`config.mk`:
```
export PLATFORM = sky130hd
export DESIGN_NAME = fwd_hazard_unit
export DESIGN_NICKNAME = d
export VERILOG_FILES = /design/src/rtl/fwd_hazard_unit.sv
export SDC_FILE = /design/constraint.sdc
export NUM_CORES = 1
export LEC_CHECK = 0
export BUFFER_PORTS_ARGS = -buffer_cell sky130_fd_sc_hd__buf_2
export CAP_MARGIN = 20
export CELL_PAD_IN_SITES_DETAIL_PLACEMENT = 0
export CELL_PAD_IN_SITES_GLOBAL_PLACEMENT = 1
export CORE_MARGIN = 2
export CORE_UTILIZATION = 39
export CTS_CLUSTER_DIAMETER = 30
export CTS_CLUSTER_SIZE = 20
export DETAILED_ROUTE_END_ITERATION = 10
export PLACE_DENSITY_LB_ADDON = 0.08
export SETUP_SLACK_MARGIN = 0.05
export SYNTH_ARGS = -nofsm -noshare
export SYNTH_HDL_FRONTEND = slang
export SYNTH_SLANG_ARGS = --single-unit
```
`constraint.sdc`:
```
create_clock -name clk -period 5.05 [get_ports clk]
set_clock_uncertainty 0.2 [all_clocks]
set_input_delay 0.505 -clock clk [delete_from_list [all_inputs] [get_ports clk]]
set_output_delay 0.505 -clock clk [all_outputs]
set_load 0.005 [all_outputs]
```
`src/rtl/fwd_hazard_unit.sv`:
```
// Forwarding-select and load-use stall controller for the integer pipeline.
// A shadow pipeline of in-flight writers is compared against the ID source registers.
module fwd_hazard_unit #(
    parameter int REG_W     = 5,
    parameter int NSRC      = 2,
    parameter int FWD_DEPTH = 2,
    parameter int LOAD_LAT  = 1,
    parameter int ZERO_REG  = 1,
    localparam int SEL_W    = $clog2(FWD_DEPTH + 1)
) (
    input  logic                    clk,
    input  logic                    rst,
    input  logic                    id_valid,
    input  logic [REG_W-1:0]        id_rd,
    input  logic                    id_wr,
    input  logic                    id_load,
    input  logic [NSRC*REG_W-1:0]   id_rs,
    input  logic [NSRC-1:0]         id_rs_used,
    input  logic                    flush,
    output logic                    stall,
    output logic                    ex_valid,
    output logic [NSRC*SEL_W-1:0]   ex_fwd_sel,
    output logic                    dbg_state
);

    typedef enum logic {S_RUN = 1'b0, S_STALL = 1'b1} state_t;

    // Handshake: ID advances into EX on a clock edge only when id_valid & ~stall & ~flush;
    // otherwise a bubble enters EX. Downstream of EX never stalls.
    state_t                 r_state;
    logic [SEL_W-1:0]       r_stall_cnt;
    logic [FWD_DEPTH-1:0]   r_sh_valid;
    logic [FWD_DEPTH-1:0]   r_sh_wr;
    logic [FWD_DEPTH-1:0]   r_sh_load;
    logic [REG_W-1:0]       r_sh_rd [FWD_DEPTH];
    logic                   r_ex_valid;
    logic [NSRC*SEL_W-1:0]  r_ex_fwd_sel;

    logic [SEL_W-1:0]       w_dist [NSRC];
    logic [SEL_W-1:0]       w_need [NSRC];
    logic [NSRC-1:0]        w_ld;
    logic [SEL_W-1:0]       w_need_max;
    logic                   w_hazard;
    logic                   w_advance;

    // The descending scan lets the youngest (smallest k) match overwrite older ones.
    always_comb begin
        w_hazard   = 1'b0;
        w_need_max = '0;
        for (int i = 0; i < NSRC; i++) begin
            w_dist[i] = '0;
            w_need[i] = '0;
            w_ld[i]   = 1'b0;
            if (id_rs_used[i] && !(ZERO_REG != 0 && id_rs[i*REG_W +: REG_W] == '0)) begin
                for (int k = FWD_DEPTH - 1; k >= 0; k--) begin
                    if (r_sh_valid[k] && r_sh_wr[k] && r_sh_rd[k] == id_rs[i*REG_W +: REG_W]) begin
                        w_dist[i] = SEL_W'(k + 1);
                        w_ld[i]   = r_sh_load[k];
                    end
                end
            end
            if (id_valid && w_ld[i] && w_dist[i] < SEL_W'(1 + LOAD_LAT)) begin
                w_hazard  = 1'b1;
                w_need[i] = SEL_W'(1 + LOAD_LAT) - w_dist[i];
                if (w_need[i] > w_need_max) w_need_max = w_need[i];
            end
        end
    end

    assign stall      = !flush && (r_state == S_STALL || w_hazard);
    assign w_advance  = id_valid && !stall && !flush;
    assign ex_valid   = r_ex_valid;
    assign ex_fwd_sel = r_ex_fwd_sel;
    assign dbg_state  = r_state;

    always_ff @(posedge clk) begin
        if (rst) begin
            r_state      <= S_RUN;
            r_stall_cnt  <= '0;
            r_sh_valid   <= '0;
            r_sh_wr      <= '0;
            r_sh_load    <= '0;
            for (int k = 0; k < FWD_DEPTH; k++) r_sh_rd[k] <= '0;
            r_ex_valid   <= 1'b0;
            r_ex_fwd_sel <= '0;
        end else begin
            for (int k = 1; k < FWD_DEPTH; k++) begin
                r_sh_valid[k] <= flush ? 1'b0 : r_sh_valid[k-1];
                r_sh_wr[k]    <= r_sh_wr[k-1];
                r_sh_load[k]  <= r_sh_load[k-1];
                r_sh_rd[k]    <= r_sh_rd[k-1];
            end
            r_sh_valid[0] <= w_advance;
            r_sh_wr[0]    <= id_wr;
            r_sh_load[0]  <= id_load;
            r_sh_rd[0]    <= id_rd;

            r_ex_valid <= w_advance;
            for (int i = 0; i < NSRC; i++)
                r_ex_fwd_sel[i*SEL_W +: SEL_W] <= w_advance ? w_dist[i] : '0;

            // A single-cycle wait is covered by the RUN-state hazard; STALL holds the rest.
            if (flush) begin
                r_state     <= S_RUN;
                r_stall_cnt <= '0;
            end else begin
                case (r_state)
                    S_RUN: begin
                        if (w_hazard && w_need_max > SEL_W'(1)) begin
                            r_state     <= S_STALL;
                            r_stall_cnt <= w_need_max - SEL_W'(1);
                        end
                    end
                    S_STALL: begin
                        r_stall_cnt <= r_stall_cnt - SEL_W'(1);
                        if (r_stall_cnt <= SEL_W'(1)) r_state <= S_RUN;
                    end
                    default: r_state <= S_RUN;
                endcase
            end
        end
    end

endmodule
```
==> out/metrics.yaml <==
dpl.hpwl_microns: 2206
drt_iter0_markers: 44
drcViolationCount: 0
rows: 20
cts_setup_buffers: 0
grt_max_degree: 17
cts.sinks: 22
synth_seq_area_share: 0.3545
port_buffers: 29
path_clk_slew_ns: 0.13
syn_nets: 163
grt_pass1_vias: 1008
cts_hold_buffers: 0
worst_ep_arrival_time_ns: 4.36
cts_buffers: 3
gp_congestion: 0.8472
antenna_found_initial: 0
synth_area_sq_um: 1242
cts_resized: 0
clockRootBuffer: "clkbuf_4"
syn_inst: 133
wl_per_cell_microns: 12.91
cp_max_fo: 8
hold_viol: 0
status: "completed"
peakVddDrop_uv: 103.0
die-area_sq_um: 3653
die_h_microns: 60.44
p_per_area_nw_per_um2: 244.0
slew_violations: 0
synthToLayoutAreaGrowth_pct: 19.34
nets: 194
worstSetupEndpointType: "flop"
drv_cap: 0
io_pins: 30
dieWidth_microns: 60.44
fin_crit_ns: 4.317
tightest_slew_ns: 0.3799
overflow: 0
max_freq_mhz: 231.7
routed_wl_microns: 2673
final_common_cell: "buf_2"
maxSlewHeadroom: 0.7441
ant_nets: 0
vias: 1032
layout_common_cells: "buf_2 (29), dfxtp_1 (22), nor2b_1 (14)"
whs_ns: 0.1901
p_leak_nw: 0.6275
yosys_warnings: 0
drive_gt1_frac: 0.2699
setup_viol: 0
dr.pass1.iters: 4
post-route-period-util: 0.8548
via_per_inst: 4.986
ys_ff_latch: 22
antenna_cells: 0
grt_pass1_wl_microns: 4498
cts_buffer_depth: 2
start_util: 0.4070
clock_latency_ns: 0.31
ys_types: 37
hold_class: "primary input to flop"
track_usage: 0.1663
tns_ns: 0
critPathRequiredTime_ns: 5.09
cp-start-kind: "flop"
core_area_sq_um: 3053
avgSynthCellArea_sq_um: 9.342
critical_path_class: "flop to flop"
cts.htree.levels: 1
cts_tree: "yes"
rsz0062_at_grt: "no"
## cell usage after synthesis
library cell   n  area (sq um)
dfxtp_1       22         440.4
nor2b_1       14         87.58
xor2_1        13         113.9
ha_1           7         87.58
nor2_1         7         26.28
xnor2_1        7         61.31
nand2_1        6         22.52
nor3_1         6         30.03
nand3_1        5         25.02
inv_1          4         15.01
nor4_1         4         25.02
nand4_1        3         18.77
o21ai_0        3         15.01
and2_1         2         12.51
and3_1         2         12.51
clkbuf_1       2         7.510
mux2i_1        2         20.02
nor4_2         2         25.02
nor4b_1        2         17.52
or3_1          2         12.51
or4_4          2         22.52
a221oi_1       1         8.760
a22oi_1        1         7.510
a31oi_1        1         6.260
and4_2         1         10.01
and4_4         1         11.26
and4b_1        1         10.01
buf_2          1         5.000
mux2_2         1         11.26
nand3b_1       1         7.510
o21ai_4        1         16.27
o21bai_1       1         7.510
o22ai_1        1         6.260
or2_2          1         6.260
or2_4          1         8.760
or4_1          1         7.510
or4b_4         1         13.76
## routing by layer
layer,share of wire,vias up,global-route usage
met4,0.015,0,0.06522
met2,0.44,27,0.2655
met1,0.50,471,0.2253
met3,0.040,5,0.02772
met5,0,-,0
li1,-,529,-
## final cells by class
type / count / area [sq um]
Sequential cell: 22 / 440.4
Inverter: 4 / 15.01
Clock inverter: 1 / 30.03
Multi-Input combinational cell: 104 / 774.5
Timing Repair Buffer: 29 / 145.1
Fill cell: 322 / 1570
Clock buffer: 3 / 22.52
Tap cell: 44 / 55.05
## state kept, by name (all words and copies together) (netlist names)
name	flops
r_stall_cnt	2
r_sh_load	1
ex_fwd_sel	4
r_sh_valid	1
r_sh_rd	10
ex_valid	1
r_sh_wr	2
dbg_state	1
## per-stage QoR
stage	std cells	util	instance area [sq um]	setup slack [ns]	power [mW]
floorplan	133	-	1242	0.8911	0.2096
global placement	203	0.4684	1430	0.5630	0.2286
detailed placement	203	0.4684	1430	0.4720	0.2295
CTS	207	0.4857	1483	0.7554	0.3668
global route	207	0.4857	1483	0.2877	0.3803
finish	207	0.4857	1483	0.7334	0.3618
## where the power goes
group | total [mW] | leakage [nW] | switching, mW | internal, mW
sequential | 0.184 | 0.180 | 0.00545 | 0.179
clock | 0.136 | 0.0279 | 0.0562 | 0.0803
combinational | 0.0410 | 0.419 | 0.0207 | 0.0203
## path summary, 6_finish.rpt
path / start / end / slack [ns] / cells after the start
max: r_sh_rd[0][4] / r_stall_cnt[1] / 0.73 / 18
min: id_rd[4] / r_sh_rd[0][4] / 0.19 / 2
max reg2reg: r_sh_rd[0][4] / r_stall_cnt[1] / 0.73 / 18
min reg2reg: r_sh_wr[1] / ex_fwd_sel[1] / 0.33 / 2
## cells by family (layout without fill, tap and decap cells)
logic type / after synthesis / after routing / synth area share
AO/OA/AOI/OAI: 9 / 9 / 0.05439
buffers and inverters: 7 / 37 / 0.02215
flip-flops: 22 / 22 / 0.3545
XOR/XNOR: 20 / 20 / 0.1410
adder cells (fa/ha/maj): 7 / 7 / 0.07049
multiplexers: 3 / 3 / 0.02518
AND/OR/NAND/NOR: 65 / 65 / 0.3323
## critical path, cell delays in order, from the launching register on
cell and delay, ns:
dfxtp_1 0.37, xor2_1 0.17, nor4_1 0.26, and4b_1 0.40, nand3_1 0.15, ha_1 0.26, nor2_1 0.15, and3_1 0.17
nand3_1 0.13, ha_1 0.32, nor2b_1 0.13, o21ai_0 0.19, o21bai_1 0.09, ha_1 0.21, nor4b_1 0.26, and4_2 0.24
mux2i_1 0.13, and3_1 0.22, nor3_1 0.18
(Power assumes the default switching activity.)
